**config.mk**
```make
export PLATFORM = sky130hd
export DESIGN_NAME = uart_tx_fifo
export DESIGN_NICKNAME = d
export VERILOG_FILES = /design/src/rtl/uart_pkg.sv /design/src/rtl/uart_sync_fifo.sv /design/src/rtl/uart_tx_fifo.sv
export SDC_FILE = /design/constraint.sdc
export NUM_CORES = 1
export LEC_CHECK = 0
export ABC_AREA = 0
export CORE_MARGIN = 1
export CORE_UTILIZATION = 30
export DETAILED_ROUTE_END_ITERATION = 10
export PLACE_DENSITY = 0.44
export REMOVE_ABC_BUFFERS = 1
export SYNTH_ARGS = -nofsm -noshare
export SYNTH_HDL_FRONTEND = slang
export SYNTH_SLANG_ARGS = --single-unit
```
**constraint.sdc**
```tcl
create_clock -name clk -period 2.8 [get_ports clk]
set_clock_uncertainty 0.1 [all_clocks]
set_input_delay 0.42 -clock clk [delete_from_list [all_inputs] [get_ports clk]]
set_output_delay 0.42 -clock clk [all_outputs]
set_load 0.03 [all_outputs]
```
**src/rtl/uart_pkg.sv**
```systemverilog
// Shared constants for the UART transmitter: parity modes, FSM encoding and
// a frame-length helper.
package uart_pkg;

  localparam int PAR_NONE = 0;
  localparam int PAR_ODD  = 1;
  localparam int PAR_EVEN = 2;

  localparam logic [2:0] ST_IDLE   = 3'd0;
  localparam logic [2:0] ST_START  = 3'd1;
  localparam logic [2:0] ST_DATA   = 3'd2;
  localparam logic [2:0] ST_PARITY = 3'd3;
  localparam logic [2:0] ST_STOP   = 3'd4;

  // Serial bits per frame: start + data + optional parity + stop.
  function automatic int n_bits(input int data_bits, input int parity, input int stop_bits);
    return 1 + data_bits + ((parity != PAR_NONE) ? 1 : 0) + stop_bits;
  endfunction

endpackage

```
**src/rtl/uart_sync_fifo.sv**
```systemverilog
// Synchronous FIFO with first-word-fall-through output and extra-bit pointers
// so that full and empty stay distinguishable at wrap-around.
module uart_sync_fifo #(
  parameter int WIDTH = 8,
  parameter int DEPTH = 16
) (
  input  logic                     clk,
  input  logic                     rstn,
  input  logic                     push,
  input  logic [WIDTH-1:0]         data_in,
  input  logic                     pop,
  output logic [WIDTH-1:0]         data_out,
  output logic                     full,
  output logic                     empty,
  output logic [$clog2(DEPTH):0]   count
);

  localparam int AW = $clog2(DEPTH);

  logic [WIDTH-1:0] mem [DEPTH];
  logic [AW:0]      wr_ptr;
  logic [AW:0]      rd_ptr;
  logic             do_push;
  logic             do_pop;

  assign do_push = push && !full;
  assign do_pop  = pop && !empty;

  // Storage carries no reset; only the pointers define what is valid.
  always_ff @(posedge clk) begin
    if (do_push) begin
      mem[wr_ptr[AW-1:0]] <= data_in;
    end
  end

  always_ff @(posedge clk or negedge rstn) begin
    if (!rstn) begin
      wr_ptr <= '0;
      rd_ptr <= '0;
    end else begin
      if (do_push) wr_ptr <= wr_ptr + 1'b1;
      if (do_pop)  rd_ptr <= rd_ptr + 1'b1;
    end
  end

  assign empty    = (wr_ptr == rd_ptr);
  assign full     = (wr_ptr[AW] != rd_ptr[AW]) && (wr_ptr[AW-1:0] == rd_ptr[AW-1:0]);
  assign count    = wr_ptr - rd_ptr;
  assign data_out = mem[rd_ptr[AW-1:0]];

endmodule

```
**src/rtl/uart_tx_fifo.sv**
```systemverilog
// UART transmitter fed by a FIFO; frames are sent back-to-back with a baud
// counter that restarts at every frame so bit edges align to the start bit.
module uart_tx_fifo
  import uart_pkg::*;
#(
  parameter int CLKS_PER_BIT = 868,
  parameter int DATA_BITS    = 8,
  parameter int PARITY       = 0,
  parameter int STOP_BITS    = 1,
  parameter int FIFO_DEPTH   = 16
) (
  input  logic                          clk,
  input  logic                          rstn,
  input  logic [DATA_BITS-1:0]          tx_data,
  input  logic                          tx_valid,
  output logic                          tx_ready,
  output logic                          uart_txd,
  output logic                          busy,
  output logic                          frame_done,
  output logic [$clog2(FIFO_DEPTH):0]   fifo_count
);

  localparam int BW = $clog2(CLKS_PER_BIT);

  // Handshake: a word is taken on a rising edge where tx_valid && tx_ready;
  // tx_ready is simply !full, so the producer may hold tx_valid indefinitely.
  logic [2:0]           state;
  logic [BW-1:0]        baud;
  logic [3:0]           bit_cnt;
  logic                 stop_cnt;
  logic [DATA_BITS-1:0] shreg;
  logic                 par_bit;
  logic                 txd_q;

  logic                 full;
  logic                 empty;
  logic [DATA_BITS-1:0] head;
  logic                 pop;
  logic                 par_next;
  logic                 baud_last;
  logic                 data_last;
  logic                 stop_last;
  logic                 frame_end;

  uart_sync_fifo #(
    .WIDTH (DATA_BITS),
    .DEPTH (FIFO_DEPTH)
  ) u_fifo (
    .clk      (clk),
    .rstn     (rstn),
    .push     (tx_valid),
    .data_in  (tx_data),
    .pop      (pop),
    .data_out (head),
    .full     (full),
    .empty    (empty),
    .count    (fifo_count)
  );

  assign baud_last = (baud == BW'(CLKS_PER_BIT - 1));
  assign data_last = (bit_cnt == 4'(DATA_BITS - 1));
  assign stop_last = (stop_cnt == 1'(STOP_BITS - 1));
  assign frame_end = (state == ST_STOP) && baud_last && stop_last;

  // The head word is taken either from idle or on the very last cycle of a
  // frame, which is what removes the gap between consecutive frames.
  assign pop      = !empty && ((state == ST_IDLE) || frame_end);
  assign par_next = (PARITY == PAR_ODD) ? ~^head : ^head;

  always_ff @(posedge clk or negedge rstn) begin
    if (!rstn) begin
      state    <= ST_IDLE;
      baud     <= '0;
      bit_cnt  <= '0;
      stop_cnt <= 1'b0;
      shreg    <= '0;
      par_bit  <= 1'b0;
      txd_q    <= 1'b1;
    end else begin
      if (pop) begin
        shreg   <= head;
        par_bit <= par_next;
        bit_cnt <= '0;
      end
      case (state)
        ST_IDLE: begin
          baud <= '0;
          if (pop) begin
            state <= ST_START;
            txd_q <= 1'b0;
          end else begin
            txd_q <= 1'b1;
          end
        end
        ST_START: begin
          if (baud_last) begin
            baud  <= '0;
            state <= ST_DATA;
            txd_q <= shreg[0];
          end else begin
            baud <= baud + 1'b1;
          end
        end
        ST_DATA: begin
          if (baud_last) begin
            baud <= '0;
            if (data_last) begin
              stop_cnt <= 1'b0;
              if (PARITY != PAR_NONE) begin
                state <= ST_PARITY;
                txd_q <= par_bit;
              end else begin
                state <= ST_STOP;
                txd_q <= 1'b1;
              end
            end else begin
              bit_cnt <= bit_cnt + 1'b1;
              shreg   <= {1'b0, shreg[DATA_BITS-1:1]};
              txd_q   <= shreg[1];
            end
          end else begin
            baud <= baud + 1'b1;
          end
        end
        ST_PARITY: begin
          if (baud_last) begin
            baud     <= '0;
            stop_cnt <= 1'b0;
            state    <= ST_STOP;
            txd_q    <= 1'b1;
          end else begin
            baud <= baud + 1'b1;
          end
        end
        ST_STOP: begin
          if (baud_last) begin
            baud <= '0;
            if (stop_last) begin
              if (pop) begin
                state <= ST_START;
                txd_q <= 1'b0;
              end else begin
                state <= ST_IDLE;
                txd_q <= 1'b1;
              end
            end else begin
              stop_cnt <= stop_cnt + 1'b1;
            end
          end else begin
            baud <= baud + 1'b1;
          end
        end
        default: begin
          state <= ST_IDLE;
          txd_q <= 1'b1;
        end
      endcase
    end
  end

  assign uart_txd   = txd_q;
  assign busy       = (state != ST_IDLE);
  assign frame_done = frame_end;
  assign tx_ready   = !full;

endmodule
```
==> results of run 1 <==
-- how the worst max path moves through the flow --
stage / to / slack, ns / cells after the start / from
3_3_place_gp: fifo_count[1] / 0.40 / 5 / u_fifo.wr_ptr[0]$_DFFE_PN0P_
5_1_grt: busy / 0.02 / 3 / state[2]$_DFFE_PN0P_
4_1_cts: fifo_count[4] / 0.05 / 8 / u_fifo.wr_ptr[0]$_DFFE_PN0P_
6_report: busy / 0.08 / 3 / state[2]$_DFFE_PN0P_
2_1_floorplan: u_fifo.mem[3][0]$_DFFE_PP_ / -0.87 / 5 / u_fifo.rd_ptr[0]$_DFFE_PN0P_
3_5_place_dp: fifo_count[1] / 0.37 / 5 / u_fifo.wr_ptr[0]$_DFFE_PN0P_
-- per-layer routing --
metal  share of wire [%]  track usage [%]  vias up
met5                   0                0        -
met4                 1.1             4.48        0
met3                 2.4             2.67       11
met2                  49             22.8       44
met1                  47             18.1     2008
li1                    -                -     1778
-- placed cells by master (no fill, tap or decap), types with 2 or more instances in the layout --
master | netlist | routed
a21o_1 | 4 | 4
a21oi_1 | 8 | 8
a222oi_1 | 6 | 6
a31oi_1 | 3 | 3
and2_1 | 3 | 3
and3_1 | 4 | 4
and4_1 | 2 | 2
buf_4 | 1 | 30
clkbuf_16 | 0 | 17
clkdlybuf4s50_1 | 0 | 12
clkinv_4 | 0 | 3
clkinv_8 | 0 | 6
dfrtp_1 | 35 | 34
dlygate4sd2_1 | 0 | 2
edfxtp_1 | 128 | 128
ha_1 | 11 | 11
inv_1 | 20 | 19
inv_12 | 0 | 2
inv_8 | 0 | 4
mux2_2 | 2 | 2
mux2i_1 | 4 | 4
mux4_1 | 7 | 7
mux4_2 | 25 | 25
nand2_1 | 17 | 17
nand2b_1 | 4 | 4
nand3_1 | 7 | 7
nand3b_1 | 2 | 2
nand4_1 | 4 | 4
nand4_2 | 2 | 2
nor2_1 | 19 | 19
nor3_1 | 8 | 8
o21ai_0 | 12 | 12
o221ai_1 | 7 | 7
o22a_1 | 7 | 7
or3_1 | 3 | 3
xnor2_1 | 11 | 11
xor2_1 | 5 | 5
-- final cells by class --
type,count,area [um2]
timing repair buffer,46,388
tap,319,399
clock buffer,17,425
inverter,20,75.1
multi-input combinational,219,2170
fill,2251,15000
sequential,164,4750
clock inverter,15,201
-- power breakdown --
group	switching, mW	total [mW]	internal [mW]	leakage (nW)
Clock	1.16	2.39	1.23	0.302
Combinational	1.67	2.96	1.29	1.05
Sequential	0.180	3.18	3.00	1.60
-- per-stage QoR --
step	cell area (um2)	instances
global placement	7770	766
finish	8410	800
detailed placement	7770	766
CTS	8390	798
global route	8410	800
floorplan	6990	403
-- state kept, by name, indices dropped and copies added (netlist names) --
signal	flops
baud	10
bit_cnt	4
shreg	8
state	3
u_fifo.mem	128
u_fifo.rd_ptr	5
u_fifo.wr_ptr	5
uart_txd	1
-- worst max-delay path: cells and delay by family, from the launching register on --
kind,cells,cell delay (ns)
and+or+nand+nor,1,0.24
buffers and inverters,2,0.96
DFF,1,0.57
-- logic make-up (layout without fill, tap and decap cells) --
logic type / count (synthesis) / in the layout / share of synthesized area [%]
compound gates: 63 / 63 / 7.16
xor+xnor: 17 / 17 / 2.19
mux: 39 / 39 / 11.5
simple gates: 87 / 87 / 7.19
fa+ha+maj: 13 / 13 / 2.37
flops: 164 / 164 / 66.5
buf+inv: 38 / 98 / 3.05
-- timing repair --
action                                  in CTS  in global routing
resized for setup                            2                  2
setup buffers                                0                  2
endpoints found under the setup margin       2                  1
==> impl_metrics.py, run 1 <==
metrics = {
    "outcome": {
        "status": "complete, no violations",
    },
    "drt": {
        "drt-initial-drc-count": 231,
        "vias": 3841,
        "wl_mm": 15.4,
        "wl_per_cell_um": 19.2,
        "drt.antenna.violating_nets": 0,
        "route.detailed.drc": 0,
        "via_per_inst": 4.80,
        "drt-pass1-iter-count": 5,
    },
    "yosys": {
        "ys.warnings.count": 0,
        "netlist.area_leader.share_pct": 53.9,
        "synth.distinct_cells": 68,
        "synth_largest_area_cell": "edfxtp_1",
        "netlist_area_um2": 7130,
        "yosysSeqAreaShare_pct": 66.5,
        "synth-seq-cells": 164,
        "syn_inst": 421,
        "synth.avg_cell_area_um2": 16.9,
        "synth_area_leaders": "edfxtp_1 54%, dfrtp_1 12%, mux4_2 7.9%, mux4_1 2.6%, ha_1 1.9%",
        "synthArstFlopShare_pct": 22.0,
        "synth_edf_count": 128,
        "synth_top_flop_cell": "edfxtp_1",
        "synth_most_common_cell": "edfxtp_1",
        "synth.cells.most_frequent": "128 x edfxtp_1, 35 x dfrtp_1, 25 x mux4_2",
    },
    "placed_design": {
        "dpl.hpwl_mm": 10.2,
        "pre_cts_slack_ns": 0.372,
        "gp_congestion": 0.737,
        "portBuffers": 19,
    },
    "sta": {
        "worst_pin_slew_ns": 0.876,
        "drv_slew": 0,
        "fin_crit_ns": 2.72,
        "layout_setup_ws_ns": 0.0843,
        "fin_crit_sh_pct": 97.0,
        "fmax_ghz": 0.368,
        "tns_ns": 0,
        "hold_ws_ns": 0.00851,
        "rsz0062_at_grt": "no",
        "final-hold-violation-count": 0,
        "slew_headroom_pct": 41.6,
        "setup_viol": 0,
    },
    "global_route": {
        "grt_start_max_net_pins": 37,
        "grt_pass1_vias": 4007,
        "grt-ovfl-total": 0,
        "grt_util_all_layers_pct": 13.8,
        "antenna_found_initial": 0,
        "grt_pass1_wl_mm": 24.4,
    },
    "setup_path": {
        "r2r-start": "u_fifo.rd_ptr[3]$_DFFE_PN0P_",
        "r2r_end": "u_fifo.mem[3][7]$_DFFE_PP_",
        "critPathKind": "flip-flop to output pin",
        "cp_cell_sequence": "inv_1 > nand2_1 > clkdlybuf4s50_1",
        "regToRegSetupSlack_ns": 0.40,
        "critPathRequiredTime_ns": 2.28,
        "cp_max_fo": 9,
        "cp-start-kind": "flip-flop",
        "r2r_cells": 8,
        "end_kind": "output pin",
        "worstPathArrival_ns": 2.20,
        "slowest_delay_ns": 0.71,
        "cpMaxStageDelayCell": "clkdlybuf4s50_1",
    },
    "power_and_ir_drop": {
        "leakagePower_nw": 2.96,
        "pwr_density_cell_nw_per_um2": 1010,
        "peakVddDrop_v": 0.000460,
        "finalPower_mw": 8.53,
    },
    "die": {
        "coreArea_um2": 23400,
        "die_w_um": 156,
        "rows": 56,
        "start_util_pct": 30.5,
        "die_h_um": 156,
        "num_io_pins": 20,
        "die_area_um2": 24400,
    },
    "clock_network": {
        "tritoncts": "yes",
        "root_buffer": "clkbuf_16",
        "worstSkewPairLatency_ns": 0.44,
        "cts_made_buffers": 17,
        "clk_pin_slew_ns": 0.08,
        "hold_buffers": 0,
        "cts_num_sinks": 164,
        "h-tree-depth": 4,
        "clk_path_buf_depth": 2,
    },
    "cells_and_area": {
        "drive_above_1_share_pct": 23.5,
        "final_util_pct": 35.9,
        "final_nets": 491,
        "synthToLayoutAreaGrowth_pct": 17.9,
        "insertedDiodeCount": 0,
    },
    "flow_run": {
        "max_cap_viol_count": 0,
    },
    "worst_hold_path": {
        "hold_class": "primary input to asynchronous set/reset pin",
    },
}
Note: power is estimated with default switching activity, not from simulation.
==> run 2: changes to the inputs <==
RECOVER_POWER = 100   (was unset)
==> run 2 against run 1 <==
Via count shrank 0.55%; flip-flop and latch count unchanged; setup slack worse by 0.0024 ns; the run now ends with max-capacitance violations, max-slew violations left; largest power group unchanged; first-iteration DRC count decreased by 3.9%; sequential share of layout area rose by 0.68 points; clock power is essentially flat.
==> impl_metrics.py, run 2 (synthesis gave the netlist of run 1 again) <==
metrics = {
    "clock_network": {
        "tritoncts": "yes",
        "worstSkewPairLatency_ns": 0.43,
        "cts_made_buffers": 17,
        "clk_path_buf_depth": 2,
        "h-tree-depth": 4,
        "root_buffer": "clkbuf_16",
        "clk_pin_slew_ns": 0.07,
        "cts_num_sinks": 164,
        "hold_buffers": 0,
    },
    "cells_and_area": {
        "instances_no_fill": 800,
        "final_cell_mix": "128 x edfxtp_1, 34 x dfrtp_1, 25 x mux4_2",
        "final_common_cell": "edfxtp_1",
        "multi_input_area_um2": 2120,
        "largest_reg_flops": 128,
        "design_area_um2": 8310,
        "final_util_pct": 35.5,
        "insertedDiodeCount": 0,
        "seqCellArea_um2": 4750,
        "fill_cells": 2270,
        "synthToLayoutAreaGrowth_pct": 16.5,
        "drive_above_1_share_pct": 20.8,
        "final_nets": 491,
    },
    "drt": {
        "route.detailed.drc": 0,
        "drt-initial-drc-count": 222,
        "vias": 3820,
        "drt-pass1-iter-count": 4,
        "wl_mm": 15.3,
        "via_per_inst": 4.78,
        "drt.antenna.violating_nets": 0,
        "wl_per_cell_um": 19.1,
    },
    "power_and_ir_drop": {
        "finalPower_mw": 8.41,
        "leakagePower_nw": 2.93,
        "pwr_density_cell_nw_per_um2": 1010,
        "peakVddDrop_v": 0.000422,
    },
    "sta": {
        "fin_crit_sh_pct": 97.1,
        "tns_ns": 0,
        "rsz0062_at_grt": "no",
        "fmax_ghz": 0.368,
        "fin_crit_ns": 2.72,
        "drv_slew": 37,
        "slew_headroom_pct": -40.3,
        "worst_pin_slew_ns": 2.10,
        "setup_viol": 0,
        "final-hold-violation-count": 0,
    },
    "setup_path": {
        "critPathRequiredTime_ns": 2.28,
        "cp_max_fo": 9,
        "end_kind": "output pin",
        "r2r_cells": 8,
        "regToRegSetupSlack_ns": 0.15,
        "critPathKind": "flip-flop to output pin",
        "cp-start-kind": "flip-flop",
        "worstPathArrival_ns": 2.20,
    },
    "die": {
        "num_io_pins": 20,
        "die_h_um": 156,
        "die_area_um2": 24400,
        "start_util_pct": 30.5,
        "rows": 56,
        "die_w_um": 156,
        "coreArea_um2": 23400,
    },
    "worst_hold_path": {
        "hold_class": "flip-flop to flip-flop",
        "holdPathStages": 1,
    },
    "global_route": {
        "grt_pass1_vias": 4007,
        "grt_start_max_net_pins": 37,
        "grt_pass1_wl_mm": 24.4,
        "grt-ovfl-total": 0,
        "antenna_found_initial": 0,
        "grt_util_all_layers_pct": 13.8,
    },
    "flow_run": {
        "max_cap_viol_count": 1,
    },
    "placed_design": {
        "dpl.hpwl_mm": 10.2,
        "gp_congestion": 0.737,
        "placed_cell_area_um2": 7770,
        "portBuffers": 19,
        "dp_cells": 766,
    },
    "outcome": {
        "violations": "max-capacitance violations, max-slew violations",
        "status": "finished with violations",
    },
}
run 2: per-layer routing:
metal	vias up	share of wire, %	track usage, %
met4	0	1.1	4.48
met1	1990	47	18.1
li1	1779	-	-
met5	-	0	0
met2	40	49	22.8
met3	11	2.9	2.67
run 2: worst paths after layout:
check | from | end
max in group asynchronous | rstn | u_fifo.rd_ptr[0]$_DFFE_PN0P_
worst min-delay path | u_fifo.rd_ptr[4]$_DFFE_PN0P_ | u_fifo.rd_ptr[4]$_DFFE_PN0P_
worst max-delay path | state[2]$_DFFE_PN0P_ | busy
worst min register to register | u_fifo.rd_ptr[4]$_DFFE_PN0P_ | u_fifo.rd_ptr[4]$_DFFE_PN0P_
worst max register to register | u_fifo.rd_ptr[3]$_DFFE_PN0P_ | u_fifo.mem[2][1]$_DFFE_PP_
min in group asynchronous | rstn | u_fifo.rd_ptr[0]$_DFFE_PN0P_
run 2: power breakdown:
part           internal (mW)  switching (mW)
clock                   1.23            1.16
combinational           1.20            1.64
sequential              3.00           0.181
run 2: worst max-delay path, cell delays in order, from the launching register on:
cell,delay (ns)
dfrtp_1,0.57
inv_1,0.25
nand2_1,0.24
clkdlybuf4s50_1,0.71
run 2: final cells by class:
type | count | area share [%]
clock buffer | 17 | 5.12
timing repair buffer | 46 | 4.08
multi-input combinational | 219 | 25.5
sequential | 164 | 57.1
clock inverter | 15 | 2.42
inverter | 20 | 0.904
tap | 319 | 4.80
run 2: timing repair:
item	in CTS	in global routing
pin swaps	0	0
resized for setup	2	2
endpoints found under the hold margin	0	0
buffers inserted	0	2
setup endpoints to repair	2	1
run 2: stage by stage:
step / setup WS, ns / hold slack [ns]
6_report: 0.0819 / 0.436
5_1_grt: 0.0148 / 0.462
4_1_cts: 0.0528 / 0.0209
3_5_place_dp: 0.372 / 0.422
3_3_place_gp: 0.396 / 0.424
2_1_floorplan: -0.869 / 0.0244
==> run 3: changes to the inputs <==
CORE_MARGIN = unset   (was 1)
clock period = 2.2 ns   (was 2.8 ns; I/O delays follow)
==> run 3 against run 2 <==
The flow finishes with violations (negative setup slack); total power grew 34%; sequential share of layout area shrank 2.4 points; flip-flop and latch count is the same; final cell count grew 3.4%; clock power grew 27%; largest cell class unchanged.
==> impl_metrics.py, run 3 (synthesis gave the netlist of run 1 again) <==
metrics = {
    "drt": {
        "drt.antenna.violating_nets": 0,
        "routed-wl-met2_mm": 7.61,
        "wl_per_cell_um": 19.1,
        "route.detailed.drc": 0,
        "wl_met3_um": 427,
        "highest_layer": "met4",
        "wl_met1_mm": 7.59,
        "wl_mm": 15.8,
        "drt-initial-drc-count": 206,
        "vias": 3943,
        "drt-pass1-iter-count": 5,
        "via_per_inst": 4.77,
    },
    "die": {
        "die_area_um2": 24400,
        "coreArea_um2": 23400,
        "num_io_pins": 20,
        "rows": 56,
        "die_h_um": 156,
        "start_util_pct": 30.5,
        "die_w_um": 156,
    },
    "setup_path": {
        "critPathRequiredTime_ns": 1.77,
        "cp_cell_sequence": "ha_4 > fa_2 > inv_1 > a21o_1 > a21oi_2 > xnor2_1 > buf_4",
        "r2r-start": "baud[1]$_DFFE_PN0P_",
        "cpMaxStageDelayCell": "dfrtp_2",
        "end_kind": "output pin",
        "path_buf_inv": 2,
        "setup.worst_path.start": "u_fifo.rd_ptr[0]$_DFFE_PN0P_",
        "slowest_delay_ns": 0.43,
        "crit_family": "adder cells",
        "critPathKind": "flip-flop to output pin",
        "worstPathArrival_ns": 1.96,
        "cp_max_fo": 2,
        "cp-start-kind": "flip-flop",
    },
    "global_route": {
        "grt-ovfl-total": 0,
        "grt_util_all_layers_pct": 14.0,
        "grt_pass1_wl_mm": 24.9,
        "antenna_found_initial": 0,
        "grt_pass1_vias": 4144,
        "grt_start_max_net_pins": 36,
    },
    "cells_and_area": {
        "insertedDiodeCount": 0,
        "final_common_cell": "edfxtp_1",
        "design_area_um2": 8680,
        "fill_cells": 2245,
        "drive_above_1_share_pct": 29.1,
        "largest_reg_flops": 128,
        "synthToLayoutAreaGrowth_pct": 21.6,
        "final_nets": 518,
        "final_cell_mix": "128 x edfxtp_1, 37 x buf_4, 33 x dfrtp_1",
        "instances_no_fill": 827,
        "final_util_pct": 37.1,
    },
    "worst_hold_path": {
        "hold_class": "flip-flop to flip-flop",
        "min_from": "u_fifo.rd_ptr[4]$_DFFE_PN0P_",
    },
    "sta": {
        "slew_headroom_pct": 35.0,
        "worst_pin_slew_ns": 0.975,
        "drv_slew": 0,
        "final-hold-violation-count": 0,
        "layout_setup_ws_ns": -0.192,
        "fmax_ghz": 0.418,
        "fin_crit_sh_pct": 109,
        "setup_viol": 5,
        "rsz0062_at_grt": "yes",
        "fin_crit_ns": 2.39,
    },
    "power_and_ir_drop": {
        "leakagePower_nw": 3.08,
        "pwr_density_cell_nw_per_um2": 1300,
        "peakVddDrop_v": 0.000721,
    },
    "outcome": {
        "status": "finished with violations",
        "violations": "negative setup slack",
    },
    "placed_design": {
        "dpl.hpwl_mm": 10.6,
        "placed_cell_area_um2": 7920,
        "portBuffers": 19,
        "gp_congestion": 0.809,
        "dp_cells": 784,
    },
    "clock_network": {
        "clk_path_buf_depth": 2,
        "h-tree-depth": 4,
        "cts_num_sinks": 164,
        "cts_made_buffers": 17,
        "worstSkewPairLatency_ns": 0.44,
        "tritoncts": "yes",
        "root_buffer": "clkbuf_16",
        "clk_pin_slew_ns": 0.08,
    },
    "flow_run": {
        "max_cap_viol_count": 0,
    },
}
-- run 3: cell types whose count changed in the layout (fill, tap and decap cells not counted), moves of 2 or more --
cell / delta
inv_2: +2
clkbuf_2: -8
inv_1: -2
nor3_1: -3
clkbuf_4: +5
buf_6: +5
nor2_1: -5
ha_4: +2
a21oi_2: +3
ha_1: -2
nor3_2: +3
buf_4: +24
a21oi_1: -3
nor2_2: +5
-- run 3: layout make-up --
| cell class | count | area (um2) | area share (%) |
|---|---|---|---|
| clock buffers | 17 | 425 | 4.90 |
| well taps | 319 | 399 | 4.60 |
| clock inverters | 15 | 199 | 2.29 |
| repair buffers | 73 | 599 | 6.91 |
| inverters | 20 | 75.1 | 0.865 |
| multi-input cells | 219 | 2230 | 25.7 |
| flip-flops and latches | 164 | 4750 | 54.7 |
-- run 3: final timing paths --
check                                                to  slack, ns  cells after the start
min in group asynchronous           baud[5]$_DFFE_PN0P_       0.46                      2
setup / recovery                          fifo_count[4]      -0.19                      7
max in group asynchronous            shreg[4]$_DFF_PN0_       0.44                      3
hold reg to reg            u_fifo.rd_ptr[4]$_DFFE_PN0P_       0.44                      1
setup reg to reg                     shreg[4]$_DFF_PN0_       0.05                      7
hold / removal             u_fifo.rd_ptr[4]$_DFFE_PN0P_       0.44                      1
-- run 3: report_power, final --
| group | internal [mW] | switching [mW] |
|---|---|---|
| Clock | 1.56 | 1.47 |
| Sequential | 3.82 | 0.217 |
| Combinational | 1.94 | 2.30 |
-- run 3: worst reg2reg max path, stage by stage (launching register included) --
cell and delay [ns]:
dfrtp_1 0.39, ha_1 0.24, and4bb_4 0.21, clkbuf_1 0.17
a31oi_4 0.32, nor2_2 0.11, clkbuf_4 0.20, a222oi_1 0.28
-- run 3: through the flow --
step           setup WS [ns]  hold WS [ns]  total power, mW  TNS (ns)
4_1_cts               -0.200         0.282             11.3    -0.257
3_3_place_gp          0.0402         0.209             8.05         0
3_5_place_dp          0.0201         0.207             8.07         0
6_report              -0.192         0.436             11.3    -0.379
5_1_grt               -0.281         0.458             11.9     -2.97
2_1_floorplan          -1.47       -0.0656             6.55   -183.65
-- run 3: repair_timing --
item | CTS | global route
gates cloned | 0 | 1
buffers inserted | 6 | 3
hold buffers | 1 | 0
setup endpoints to repair | 21 | 137
hold endpoints to repair | 15 | 0
pin swaps | 7 | 8
resized for setup | 14 | 22
-- run 3: metal layers --
layer | global-route usage [%] | vias up
li1 | - | 1824
met1 | 19.0 | 2038
met2 | 22.1 | 66
met3 | 3.28 | 15
met4 | 4.34 | 0
met5 | 0 | -
